**src/rtl/player_button_encoder_pkg.sv**
```systemverilog
// Shared types and helpers for the player button encoder: colour codes, FSM states,
// and one-hot decode helpers.
package player_button_encoder_pkg;

   localparam int NUM_COLORS = 4;

   typedef enum logic [1:0] {
      RED    = 2'd0,
      GREEN  = 2'd1,
      BLUE   = 2'd2,
      YELLOW = 2'd3
   } color_e;

   typedef enum logic [1:0] {
      S_IDLE,
      S_HELD,
      S_WAIT_REL
   } btn_state_e;

   function automatic logic is_onehot(input logic [NUM_COLORS-1:0] v);
      return (v != '0) && ((v & (v - NUM_COLORS'(1))) == '0);
   endfunction

   // Only meaningful for a one-hot input; callers check is_onehot first.
   function automatic color_e encode_color(input logic [NUM_COLORS-1:0] v);
      color_e c;
      if (v[3])      c = YELLOW;
      else if (v[2]) c = BLUE;
      else if (v[1]) c = GREEN;
      else           c = RED;
      return c;
   endfunction

endpackage

```
**src/rtl/player_button_encoder_if.sv**
```systemverilog
// Colour-code handshake between the button encoder (master) and the sequence controller.
interface player_button_encoder_if #(
   parameter int CODE_W = 2
) ();

   logic [CODE_W-1:0] code_out;
   logic              code_valid;
   logic              code_ack;

   modport master (output code_out, output code_valid, input code_ack);
   modport slave  (input code_out, input code_valid, output code_ack);

endinterface

```
**src/rtl/player_button_encoder_debouncer.sv**
```systemverilog
// One button: two-flop synchroniser followed by a stable-count debouncer.
module button_debouncer #(
   parameter int DEBOUNCE_CYCLES = 16
) (
   input  logic clk,
   input  logic rst_n,
   input  logic raw,
   output logic db
);

   localparam int CW = $clog2(DEBOUNCE_CYCLES);
   localparam logic [CW-1:0] LAST = CW'(DEBOUNCE_CYCLES - 1);

   logic          sync_p0;
   logic          sync_p1;
   logic [CW-1:0] cnt;

   // sync stage -> sync_p1; debounce stage -> db
   always_ff @(posedge clk or negedge rst_n) begin
      if (!rst_n) begin
         sync_p0 <= 1'b0;
         sync_p1 <= 1'b0;
         cnt     <= '0;
         db      <= 1'b0;
      end else begin
         sync_p0 <= raw;
         sync_p1 <= sync_p0;
         if (sync_p1 == db) begin
            cnt <= '0;
         end else if (cnt == LAST) begin
            db  <= ~db;
            cnt <= '0;
         end else begin
            cnt <= cnt + CW'(1);
         end
      end
   end

endmodule

```
**src/rtl/player_button_encoder.sv**
```systemverilog
// Player-control front end: debounced buttons -> press FSM -> colour code buffer with
// valid/ack handshake, plus multi-press/overrun pulses and LED echo.
module player_button_encoder
   import player_button_encoder_pkg::*;
#(
   parameter int COLOR_CODEFY_W  = 2,
   parameter int DEBOUNCE_CYCLES = 16
) (
   input  logic                          clk,
   input  logic                          rst_n,
   input  logic [NUM_COLORS-1:0]         btn_raw,
   input  logic                          enable,
   input  logic                          flush,
   player_button_encoder_if.master       code_bus,
   output logic                          multi_press,
   output logic                          overrun,
   output logic [NUM_COLORS-1:0]         led_echo
);

   logic [NUM_COLORS-1:0] db;
   logic [NUM_COLORS-1:0] held;
   logic [NUM_COLORS-1:0] held_nxt;
   btn_state_e            state;
   btn_state_e            state_nxt;
   logic                  emit;
   logic                  multi_nxt;

   for (genvar i = 0; i < NUM_COLORS; i++) begin : g_btn
      button_debouncer #(.DEBOUNCE_CYCLES(DEBOUNCE_CYCLES)) u_deb (
         .clk   (clk),
         .rst_n (rst_n),
         .raw   (btn_raw[i]),
         .db    (db[i])
      );
   end

   always_ff @(posedge clk or negedge rst_n) begin
      if (!rst_n) begin
         state <= S_IDLE;
         held  <= '0;
      end else begin
         state <= state_nxt;
         held  <= held_nxt;
      end
   end

   always_comb begin
      state_nxt = state;
      held_nxt  = held;
      emit      = 1'b0;
      multi_nxt = 1'b0;
      unique case (state)
         S_IDLE: begin
            if (db != '0) begin
               state_nxt = S_WAIT_REL;
               if (!is_onehot(db)) begin
                  multi_nxt = 1'b1;
               end else if (enable) begin
                  emit      = 1'b1;
                  held_nxt  = db;
                  state_nxt = S_HELD;
               end
            end
         end
         S_HELD: begin
            // A second button while holding is flagged once; the earlier press stands.
            if ((db & ~held) != '0) begin
               multi_nxt = 1'b1;
               state_nxt = S_WAIT_REL;
            end else if (db == '0) begin
               state_nxt = S_IDLE;
            end
         end
         S_WAIT_REL: begin
            if (db == '0) state_nxt = S_IDLE;
         end
         default: state_nxt = S_IDLE;
      endcase
   end

   assign led_echo = (state == S_HELD) ? held : '0;

   // output buffer: flush beats emit, emit beats ack; a blocked emit is dropped as overrun
   always_ff @(posedge clk or negedge rst_n) begin
      if (!rst_n) begin
         code_bus.code_out   <= '0;
         code_bus.code_valid <= 1'b0;
         multi_press         <= 1'b0;
         overrun             <= 1'b0;
      end else begin
         multi_press <= multi_nxt;
         overrun     <= 1'b0;
         if (flush) begin
            code_bus.code_valid <= 1'b0;
         end else if (emit) begin
            if (!code_bus.code_valid || code_bus.code_ack) begin
               code_bus.code_out   <= COLOR_CODEFY_W'(encode_color(db));
               code_bus.code_valid <= 1'b1;
            end else begin
               overrun <= 1'b1;
            end
         end else if (code_bus.code_ack && code_bus.code_valid) begin
            code_bus.code_valid <= 1'b0;
         end
      end
   end

endmodule

```
**src/flat_wrapper.sv**
```systemverilog
// flat-port wrapper written by rule: the top's interface ports become plain ports
module player_button_encoder_flat import player_button_encoder_pkg::*;
#(
   parameter int COLOR_CODEFY_W  = 2,
   parameter int DEBOUNCE_CYCLES = 16
)
  (clk, rst_n, btn_raw, enable, flush, multi_press, overrun, led_echo, code_bus_code_out, code_bus_code_valid, code_bus_code_ack);
  player_button_encoder_if #(.CODE_W(2)) code_bus_i ();
  input  logic clk;
  input  logic rst_n;
  input  logic [NUM_COLORS-1:0] btn_raw;
  input  logic enable;
  input  logic flush;
  output logic multi_press;
  output logic overrun;
  output logic [NUM_COLORS-1:0] led_echo;
  output wire logic [$bits(code_bus_i.code_out)-1:0] code_bus_code_out;
  output wire logic [$bits(code_bus_i.code_valid)-1:0] code_bus_code_valid;
  input wire logic [$bits(code_bus_i.code_ack)-1:0] code_bus_code_ack;
  assign code_bus_code_out = code_bus_i.code_out;
  assign code_bus_code_valid = code_bus_i.code_valid;
  assign code_bus_i.code_ack = code_bus_code_ack;
  player_button_encoder #(.COLOR_CODEFY_W(COLOR_CODEFY_W), .DEBOUNCE_CYCLES(DEBOUNCE_CYCLES)) u_core (.clk(clk), .rst_n(rst_n), .btn_raw(btn_raw), .enable(enable), .flush(flush), .code_bus(code_bus_i), .multi_press(multi_press), .overrun(overrun), .led_echo(led_echo));
endmodule
```
**config.mk**
```make
export PLATFORM = sky130hd
export DESIGN_NAME = player_button_encoder_flat
export DESIGN_NICKNAME = d
export VERILOG_FILES = /design/src/rtl/player_button_encoder_pkg.sv /design/src/rtl/player_button_encoder_if.sv /design/src/rtl/player_button_encoder_debouncer.sv /design/src/rtl/player_button_encoder.sv /design/src/flat_wrapper.sv
export SDC_FILE = /design/constraint.sdc
export NUM_CORES = 1
export LEC_CHECK = 0
export CAP_MARGIN = 30
export CORE_MARGIN = 8
export CORE_UTILIZATION = 45
export CTS_CLUSTER_DIAMETER = 30
export DETAILED_ROUTE_END_ITERATION = 10
export PLACE_DENSITY = 0.76
export SLEW_MARGIN = 20
export SYNTH_ARGS = -nofsm -noshare
export SYNTH_HDL_FRONTEND = slang
export SYNTH_SLANG_ARGS = --single-unit
```
**constraint.sdc**
```tcl
create_clock -name clk -period 2.3 [get_ports clk]
set_clock_uncertainty 0.1 [all_clocks]
set_input_delay 0.46 -clock clk [delete_from_list [all_inputs] [get_ports clk]]
set_output_delay 0.46 -clock clk [all_outputs]
set_load 0.01 [all_outputs]
```
==> run metrics <==
Initial Util=between 40% and 50%; Yosys cell types=37; CP Capture Type=output port; outcome=finished clean; most common cell after layout, fill and taps aside=dfrtp_1; die area=between 5000 and 6000 sq um; CTS Buf Count=5; Worst EP required=1.74 ns; critical path arrival=between 1.5 and 2 ns; Via density=5.17; H-tree depth=2; Cells after DPL=198; cell taking the most area after synthesis=dfrtp_1; Congestion Overflow GR=0; Startpoint Class=flop; Hold Slack=around 0.17 ns; Cell Area, Placed=roughly 1900 sq um; hold crit path type=input pin to async pin; first-pass GRT wire length=between 5000 and 6000 microns; routability cong.=about 0.8; top post-synthesis cells by area=dfrtp_1 58%, xnor2_1 4.2%, mux2_2 4.0%, ha_1 3.0%, nor2_1 2.2%; clk sinks=39; kind of critical path=flop to output port; unrepaired setup endpoints after global routing=false; Area Overhead vs Synth=18.6%; initial antenna violation count=0; n_diodes=0; largest net degree at the start of global routing=40; max-capacitance violation count=0; Total Nets Final=170; Comb power frac=just under 6%; Int Pwr=roughly 0.0010 W; Critical Path Fanout Max=5; Reg power frac=56.6%; total wire length after detailed routing=approximately 2900 microns; share of layout cells above drive strength 1=roughly 15%; final non-filler cell total=just over 200; syn_nets=between 100 and 150; mapped cell area=roughly 1700 sq um; final slew viol count=0; Pre-antenna DRT Iters=2; Worst-path clk slew=0.06 ns; Worst-Margin Slew=just over 0.8 ns; I/O Buffers=17; Syn Area/Cell=~12 sq um; number of global-route vias before repair=around 1200; core outline area=between 3000 and 4000 sq um; post-route setup TNS=0 ns; sw frac=between 20% and 30%; P_sw=around 0.00027 W; Fin. Hold Viols=0; FP Rows=22; Chip Width=77.0 microns; post-route ant nets=0; Layout Utilization=a little under three fifths; share of the synthesized area in the top cell type=between 50% and 60%; register area share after synthesis=roughly three fifths; die height=approximately 77 microns; peak supply drop=around 0.37 mV; Clock Tree Buf Depth=2; most frequent cells in the layout=38 x dfrtp_1, 16 x clkdlybuf4s50_1, 10 x nor2_1; Hold-fix buffers, CTS=0; WL/cell=14.0 microns; Final Cycle Share=between 90% and 100%; cells after synthesis=135; CTS root buffer=clkbuf_8; yosys warns=0; global-route usage over all layers=10.8%; postcts setup bufs=0; Clock Latency Late Sink=around 0.28 ns; Starting DRT DRC Count=59; HPWL after DPL=about 2100 microns; Worst slew margin=around 45%; FMAX=~0.46 GHz; Yosys reg bits=39; pwr dens=roughly 650 nW/um^2; DRC=0; Tmin final=between 2 and 2.5 ns; final instance area=just under 2000 sq um; Setup violations, final=0; clock share of power=37.6%; Leakage=between 0.8 and 0.9 nW; CTS tree=built; I/O pins=18; Vias=roughly 1100
## final timing paths
kind | to | cells after the start | start | slack [ns]
max in group asynchronous | u_core.state[0] | 1 | rst_n | 1.37
hold reg to reg | u_core.g_btn[3].u_deb.sync_p1 | 0 | u_core.g_btn[3].u_deb.sync_p0 | 0.25
setup reg to reg | u_core.code_bus.code_out[0] | 5 | u_core.g_btn[2].u_deb.db | 0.19
hold / removal | u_core.g_btn[0].u_deb.cnt[0] | 1 | rst_n | 0.17
min in group clk | u_core.g_btn[3].u_deb.sync_p1 | 0 | u_core.g_btn[3].u_deb.sync_p0 | 0.25
setup / recovery | led_echo[2] | 4 | u_core.state[0] | 0.13
## metrics by stage
stage,setup slack [ns],power (W)
2_1_floorplan,0.501,0.000784
3_3_place_gp,0.221,0.000815
3_5_place_dp,0.175,0.000824
4_1_cts,0.00677,0.00132
5_1_grt,0.00846,0.00137
6_report,0.134,0.00130
## state kept, by name (all words and copies together), names as in the netlist
name,count
u_core.code_bus.code_valid,1
u_core.code_bus.code_out,2
u_core.state,2
u_core.g_btn.u_deb.sync_p0,4
u_core.g_btn.u_deb.sync_p1,4
u_core.g_btn.u_deb.cnt,16
u_core.overrun,1
u_core.held,4
u_core.g_btn.u_deb.db,4
u_core.multi_press,1
## critical path: stages (launching register included)
cell and delay [ns]:
dfrtp_2 0.42, nor2b_4 0.19, inv_1 0.08, nor2_1 0.09, clkdlybuf4s50_1 0.54
## power groups by stage
stage,clock [W],combinational [W],sequential (W)
finish,0.000487,0.0000753,0.000735
global route,0.000543,0.0000878,0.000738
CTS,0.000506,0.0000778,0.000734
detailed placement,0,0.0000767,0.000747
global placement,0,0.0000712,0.000744
floorplan,0,0.0000413,0.000742
## cells by family (layout without fill, tap and decap cells)
group | count (synthesis) | count (layout) | share of synthesized area [%]
xor+xnor | 9 | 9 | 4.71
fa+ha+maj | 4 | 4 | 2.99
simple gates | 35 | 35 | 11.8
compound gates | 29 | 29 | 13.0
buf+inv | 11 | 34 | 3.59
mux | 8 | 8 | 5.53
flops | 39 | 39 | 58.3
## what timing repair did
item,in CTS,in global routing
setup endpoints to repair,2,2
cloned,0,0
resized for setup,1,2
## area by class of cell
type                            instances  area (sq um)
Clock buffer                            8           100
Fill cell                             314          1620
Inverter                                8          30.0
Multi-Input combinational cell         85           644
Sequential cell                        39           977
Tap cell                               48          60.1
Timing Repair Buffer                   18           173
## synth_stat cells, drive strengths merged
| master | n |
|---|---|
| mux2 | 7 |
| a311oi | 4 |
| nand2b | 1 |
| nand4b | 2 |
| o21ba | 1 |
| ha | 4 |
| and3b | 1 |
| nor3 | 1 |
| nand3 | 4 |
| nor2b | 6 |
| a21o | 2 |
| a211oi | 2 |
| o32ai | 1 |
| a21oi | 6 |
| nor4 | 1 |
| xnor2 | 8 |
| buf | 3 |
| a221oi | 1 |
| dfrtp | 39 |
| o21a | 1 |
| nor3b | 2 |
| o22ai | 1 |
| mux2i | 1 |
| o21bai | 2 |
| o211ai | 1 |
| a31oi | 2 |
| o21ai | 5 |
| nand2 | 5 |
| xor2 | 1 |
| nor2 | 10 |
| and2 | 2 |
| inv | 8 |
## per-layer routing
metal / global-route usage [%] / routed length [microns]
met5: 0 / 0
met1: 11.0 / 1180
met4: 7.17 / 93
met3: 4.43 / 163
met2: 17.8 / 1460
No activity file was read; power rests on OpenSTA's default activity.
